===== src/rtl/out_wrapper.sv =====
// out_wrapper: captures one FP result on fpDone and hands it to the consumer over a
// 4-phase outReady/outAccepted handshake. OUT_WRAPPER_FLAGS_WORD_EN adds a second flags word.
module out_wrapper #(
    parameter int unsigned DATA_W = 32,
    parameter int unsigned FLAG_W = 5
) (
    input  logic              clk,
    input  logic              rst,
    input  logic              fpDone,
    input  logic [DATA_W-1:0] fpResult,
    input  logic [FLAG_W-1:0] fpFlags,
    output logic [DATA_W-1:0] outBus,
    output logic              outReady,
    input  logic              outAccepted,
    output logic              wrapperReady,
    output logic              overrun
);

`ifdef OUT_WRAPPER_FLAGS_WORD_EN
    typedef enum logic [2:0] {StIdle, StSend, StAckLow, StFSend, StFAckLow} state_e;
`else
    typedef enum logic [1:0] {StIdle, StSend, StAckLow} state_e;
`endif

    state_e              state_q;
    logic [DATA_W-1:0]   result_q;
    logic [FLAG_W-1:0]   flags_q;

    always_ff @(posedge clk) begin
        if (rst) begin
            state_q      <= StIdle;
            result_q     <= '0;
            flags_q      <= '0;
            outBus       <= '0;
            outReady     <= 1'b0;
            wrapperReady <= 1'b1;
            overrun      <= 1'b0;
        end else begin
            // A result arriving while busy is dropped; only the sticky flag records it.
            if (fpDone && (state_q != StIdle)) begin
                overrun <= 1'b1;
            end
            case (state_q)
                StIdle: begin
                    if (fpDone) begin
                        result_q     <= fpResult;
                        flags_q      <= fpFlags;
                        outBus       <= fpResult;
                        outReady     <= 1'b1;
                        wrapperReady <= 1'b0;
                        state_q      <= StSend;
                    end
                end
                StSend: begin
                    outBus <= result_q;
                    if (outAccepted) begin
                        outReady <= 1'b0;
                        state_q  <= StAckLow;
                    end
                end
                StAckLow: begin
                    if (!outAccepted) begin
`ifdef OUT_WRAPPER_FLAGS_WORD_EN
                        outBus   <= {{(DATA_W-FLAG_W){1'b0}}, flags_q};
                        outReady <= 1'b1;
                        state_q  <= StFSend;
`else
                        wrapperReady <= 1'b1;
                        state_q      <= StIdle;
`endif
                    end
                end
`ifdef OUT_WRAPPER_FLAGS_WORD_EN
                StFSend: begin
                    if (outAccepted) begin
                        outReady <= 1'b0;
                        state_q  <= StFAckLow;
                    end
                end
                StFAckLow: begin
                    if (!outAccepted) begin
                        wrapperReady <= 1'b1;
                        state_q      <= StIdle;
                    end
                end
`endif
                default: begin
                    outReady     <= 1'b0;
                    wrapperReady <= 1'b1;
                    state_q      <= StIdle;
                end
            endcase
        end
    end

`ifndef OUT_WRAPPER_FLAGS_WORD_EN
    // Flags are captured but never transmitted in this build.
    logic unused_flags;
    assign unused_flags = ^flags_q;
`endif

endmodule


===== config.mk =====
export PLATFORM = sky130hd
export DESIGN_NAME = out_wrapper
export DESIGN_NICKNAME = d
export VERILOG_FILES = /design/src/rtl/out_wrapper.sv
export SDC_FILE = /design/constraint.sdc
export NUM_CORES = 1
export LEC_CHECK = 0
export CAP_MARGIN = 30
export CORE_MARGIN = 4
export CORE_UTILIZATION = 32
export DETAILED_ROUTE_END_ITERATION = 8
export REMOVE_ABC_BUFFERS = 1
export SYNTH_ARGS = -nofsm -noshare
export SYNTH_HDL_FRONTEND = slang
export SYNTH_SLANG_ARGS = --single-unit

===== constraint.sdc =====
create_clock -name clk -period 4.4 [get_ports clk]
set_input_delay 0.88 -clock clk [delete_from_list [all_inputs] [get_ports clk]]
set_output_delay 0.88 -clock clk [all_outputs]
set_load 0.02 [all_outputs]

==> Word level (Yosys, flattened, before mapping) <==
Index checks and enable logic that the tools add are counted.
{ "word_totals": {"regBits": 69, "inputBits": 41, "elab_cells": 34} }
{ "op_classes": {"n_eq_ne": 5, "mux": 12, "bitwise": 2, "n_reduce_logical": 9} }
{ "ops": {"columns": ["op", "count"], "rows": [
  ["one-hot mux 32 bit (2 select lines)", 1],
  ["2-to-1 mux 32 bit", 1],
  ["AND reduction 3 bit", 3],
  ["2-to-1 mux 2 bit", 3],
  ["!= test 2 bit (second input constant)", 3],
  ["one-hot mux 1 bit (3 select lines)", 2],
  ["one-hot mux 2 bit (3 select lines)", 1],
  ["2-to-1 mux 1 bit", 4],
  ["AND reduction 2 bit", 2],
  ["nonzero test 2 bit", 2],
  ["equality test 2 x 1 -> 1 bit (second input constant)", 1],
  ["equality test 2 bit (second input constant)", 1],
  ["logical NOT 2 bit", 1],
  ["inverter 1 bit", 2],
  ["logical AND 1 bit", 1]
]} }

==> Logic depth before layout (Yosys ltp) <==
{ "depth": {"depth_word": 3, "mapped_depth": 6, "depth_no_buf": 3} }

==> Least setup slack after synthesis <==
No wires, ideal clock.
{ "synth_path": {"path_type": "input-to-reg", "start": "input port fpDone", "end": "register outBus[10]", "arrival_ns": 1.711, "required_ns": 4.281, "slack_ns": 2.570, "path_stages": 4, "path_buffers": 2, "cell_sequence": "or3b_1 -> buf_6 -> buf_6 -> o221a_1"} }
{ "synth_via": {"elab_chain_len": 2} }
{ "synth_lines": {"columns": ["element", "line", "rtl"], "rows": [
  ["from (decl)", "9", "input logic fpDone,"],
  ["!= test 2 bit (no line)", null, null],
  ["AND reduction 2 bit (no line)", null, null],
  ["to (signal assigned)", "48", "outBus <= fpResult;"],
  ["to (signal assigned)", "55", "outBus <= result_q;"],
  ["to (decl)", "12", "output logic [DATA_W-1:0] outBus,"]
]} }
No other way between the ends.
A chain may end at the register's enable or synchronous reset.

==> Worst setup path after layout <==
{ "layout_path": {"start": "input port fpDone", "end": "register outBus[29]"} }
The elaborated chain is that of the path after synthesis.

==> flow_summary_export.csv <==
group,metric,value,unit
synthesis,ys.warnings.count,0,
placed_design,routabilityCongestion,0.688,
cts,ctsHoldBuffers,0,
timing,setup_violations,0,
worst_setup_path,critPathKind,"in2reg",
timing,hold_viol,0,
timing,fin_crit_sh,59.8,%
detailed_routing,drtPass1Iterations,4,
pwr,power_density,414,nW/um^2
cts,htree_levels,3,
detailed_routing,ant_nets,0,
synthesis,synth.distinct_cells,21,
placed_design,port_buffers,70,
worst_setup_path,worstPathRequired,4.62,ns
floorplan,dieArea,9960,sq um
worst_setup_path,cp_top_family,"buffers and inverters",
placed_design,dp_cells,460,
worst_setup_path,cp_slowest_cell,"or3b_2",
timing,rsz0062_at_grt,"no",
worst_setup_path,path_cells,"clkdlybuf4s50_1 -> or3b_2 -> buf_4 -> o221a_1",
worst_setup_path,worst-path-max-fanout,34,
worst_setup_path,crit_path_max_incr_delay,0.76,ns
detailed_routing,wl,6360,um
min_path,hold_path_class,"reg2reg",
floorplan,rows,33,
cts,cts_tree,"done",
cells_and_area,drive_gt1_share,7.84,%
pwr,power_leakage,1.32,nW
cells_and_area,antenna_cells,0,
global_route,grtUsageTotal,13.0,%
worst_setup_path,critPathBufInv,2,
synthesis,ys_seq_area_share,51.2,%
detailed_routing,drcViolationCount,0,
cts,cts_buffer_depth,2,
detailed_routing,highest_layer,"met4",
floorplan,start_util,32.8,%
floorplan,die_y,99.8,um
status,status,"complete, no violations",
detailed_routing,wl_met2,2850,um
timing,setup_ws,1.77,ns
cells_and_area,layout_common_cells,"clkdlybuf4s50_1, dfxtp_1, a21oi_1, nand2_1, inv_1",
synthesis,synth_cells,307,
cts,cts_sinks,69,
detailed_routing,drt-initial-drc-count,58,
worst_setup_path,crit_arrival,2.85,ns
timing,final.setup.tns,0,ns
cts,cts_buffers,9,
synthesis,avgSynthCellArea,8.79,sq um
placed_design,dp_hpwl,4140,um
cts,clk_pin_slew,0.06,ns
timing,min_period,2.63,ns
detailed_routing,avgViaCountPerCell,4.77,
global_route,grt_max_degree,37,
cells_and_area,final_util,44.0,%
timing,max_freq,380,MHz
cells_and_area,fin_nets,407,
detailed_routing,wire_per_inst,13.4,um
floorplan,core,8220,sq um
cells_and_area,area_growth,34.0,%
global_route,antenna_found_initial,0,
placed_design,place_ws,1.42,ns
run,drv_cap,0,
cts,clock_latency,0.34,ns
worst_setup_path,start_kind,"input port",
global_route,grt_overflow,0,
global_route,grt_pass1_vias,2166,
cts,root_buffer,"clkbuf_8",
cts,cts_resized,0,
timing,worstMarginPinSlew,0.744,ns
floorplan,ioPinCount,76,
pwr,peakVddDrop,174,uV
timing,skew,0.00798,ns
detailed_routing,num_vias,2266,
detailed_routing,route.met3.wl,380,um
detailed_routing,wl_met1,3030,um
cts,post-cts-setup-buffers,0,
floorplan,die_x,99.8,um
timing,maxSlewHeadroom,50.2,%
synthesis,synth-seq-cells,69,
timing,final_max_slew_viol_count,0,
synthesis,synthesis.area,2700,sq um
worst_setup_path,endpoint_kind,"flip-flop",
global_route,grt_pass1_wl,10400,um
cells_and_area,final_cells,475,
-- per-layer routing --
metal  vias up  track usage (%)
met5         -                0
met4         0             5.04
met3        10             4.38
met2        55             20.3
met1      1045             16.6
li1       1156                -
-- path summary, 6_finish.rpt --
check / cells past startpoint / slack [ns] / startpoint / end
worst max-delay path: 4 / 1.77 / fpDone / outBus[29]
worst min-delay path: 2 / 0.45 / overrun / overrun
worst max register to register: 3 / 2.40 / state_q[1] / outBus[29]
worst min register to register: 2 / 0.45 / overrun / overrun
-- cell families after synthesis --
| kind of cell | synth area share, % |
|---|---|
| AOI/OAI and AO/OA | 26.9 |
| and+or+nand+nor | 11.5 |
| xor gates and xnor gates | 0.325 |
| DFF | 51.2 |
| buffers and inverters | 10.2 |
-- stage by stage --
step / total power, W / hold WS (ns) / cell area (sq um)
6_report: 0.00150 / 0.449 / 3610
5_1_grt: 0.00158 / 0.471 / 3610
3_5_place_dp: 0.00103 / 0.446 / 3440
2_1_floorplan: 0.000875 / 0.430 / 2550
4_1_cts: 0.00152 / 0.456 / 3610
3_3_place_gp: 0.00103 / 0.438 / 3420
-- registers in the layout (all words and copies together) (netlist names) --
signal,flops
outBus,32
wrapperReady,1
result_q,32
state_q,2
overrun,1
outReady,1
-- synthesized netlist by cell type --
master	number	area (sq um)
a21o_1	1	7.51
o221a_2	4	45.0
dfxtp_1	69	1380
nand2_1	64	240
o21ai_0	1	5.00
buf_6	5	56.3
nor2b_1	1	6.26
nor2_1	2	7.51
a2111oi_0	1	8.76
or3b_1	1	8.76
buf_1	3	11.3
nor3b_2	1	12.5
a21oi_1	67	335
buf_2	9	45.0
xnor2_1	1	8.76
clkbuf_1	10	37.5
nand2b_1	3	18.8
inv_1	33	124
o21bai_1	1	7.51
nor3b_1	2	15.0
o221a_1	28	315
-- area by class of cell --
class	instances	area, sq um
clock inverters	6	55.1
repair buffers	75	746
well taps	105	131
multi-input cells	178	1050
clock buffers	9	124
fillers	815	4600
inverters	33	124
flip-flops and latches	69	1380
-- worst min-delay path, delay by kind of cell, from the launching register on --
family / cells / cell delay (ns)
AOI/OAI and AO/OA: 1 / 0.05
buffers and inverters: 1 / 0.05
DFF: 1 / 0.31
-- power by group --
| part | total [W] | leakage, nW | switching, W | internal [W] |
|---|---|---|---|---|
| sequential | 0.000714 | 0.570 | 0.0000326 | 0.000682 |
| clock | 0.000478 | 0.0984 | 0.000224 | 0.000253 |
| combinational | 0.000303 | 0.650 | 0.000156 | 0.000147 |
Power figures use the tool's default switching activity.
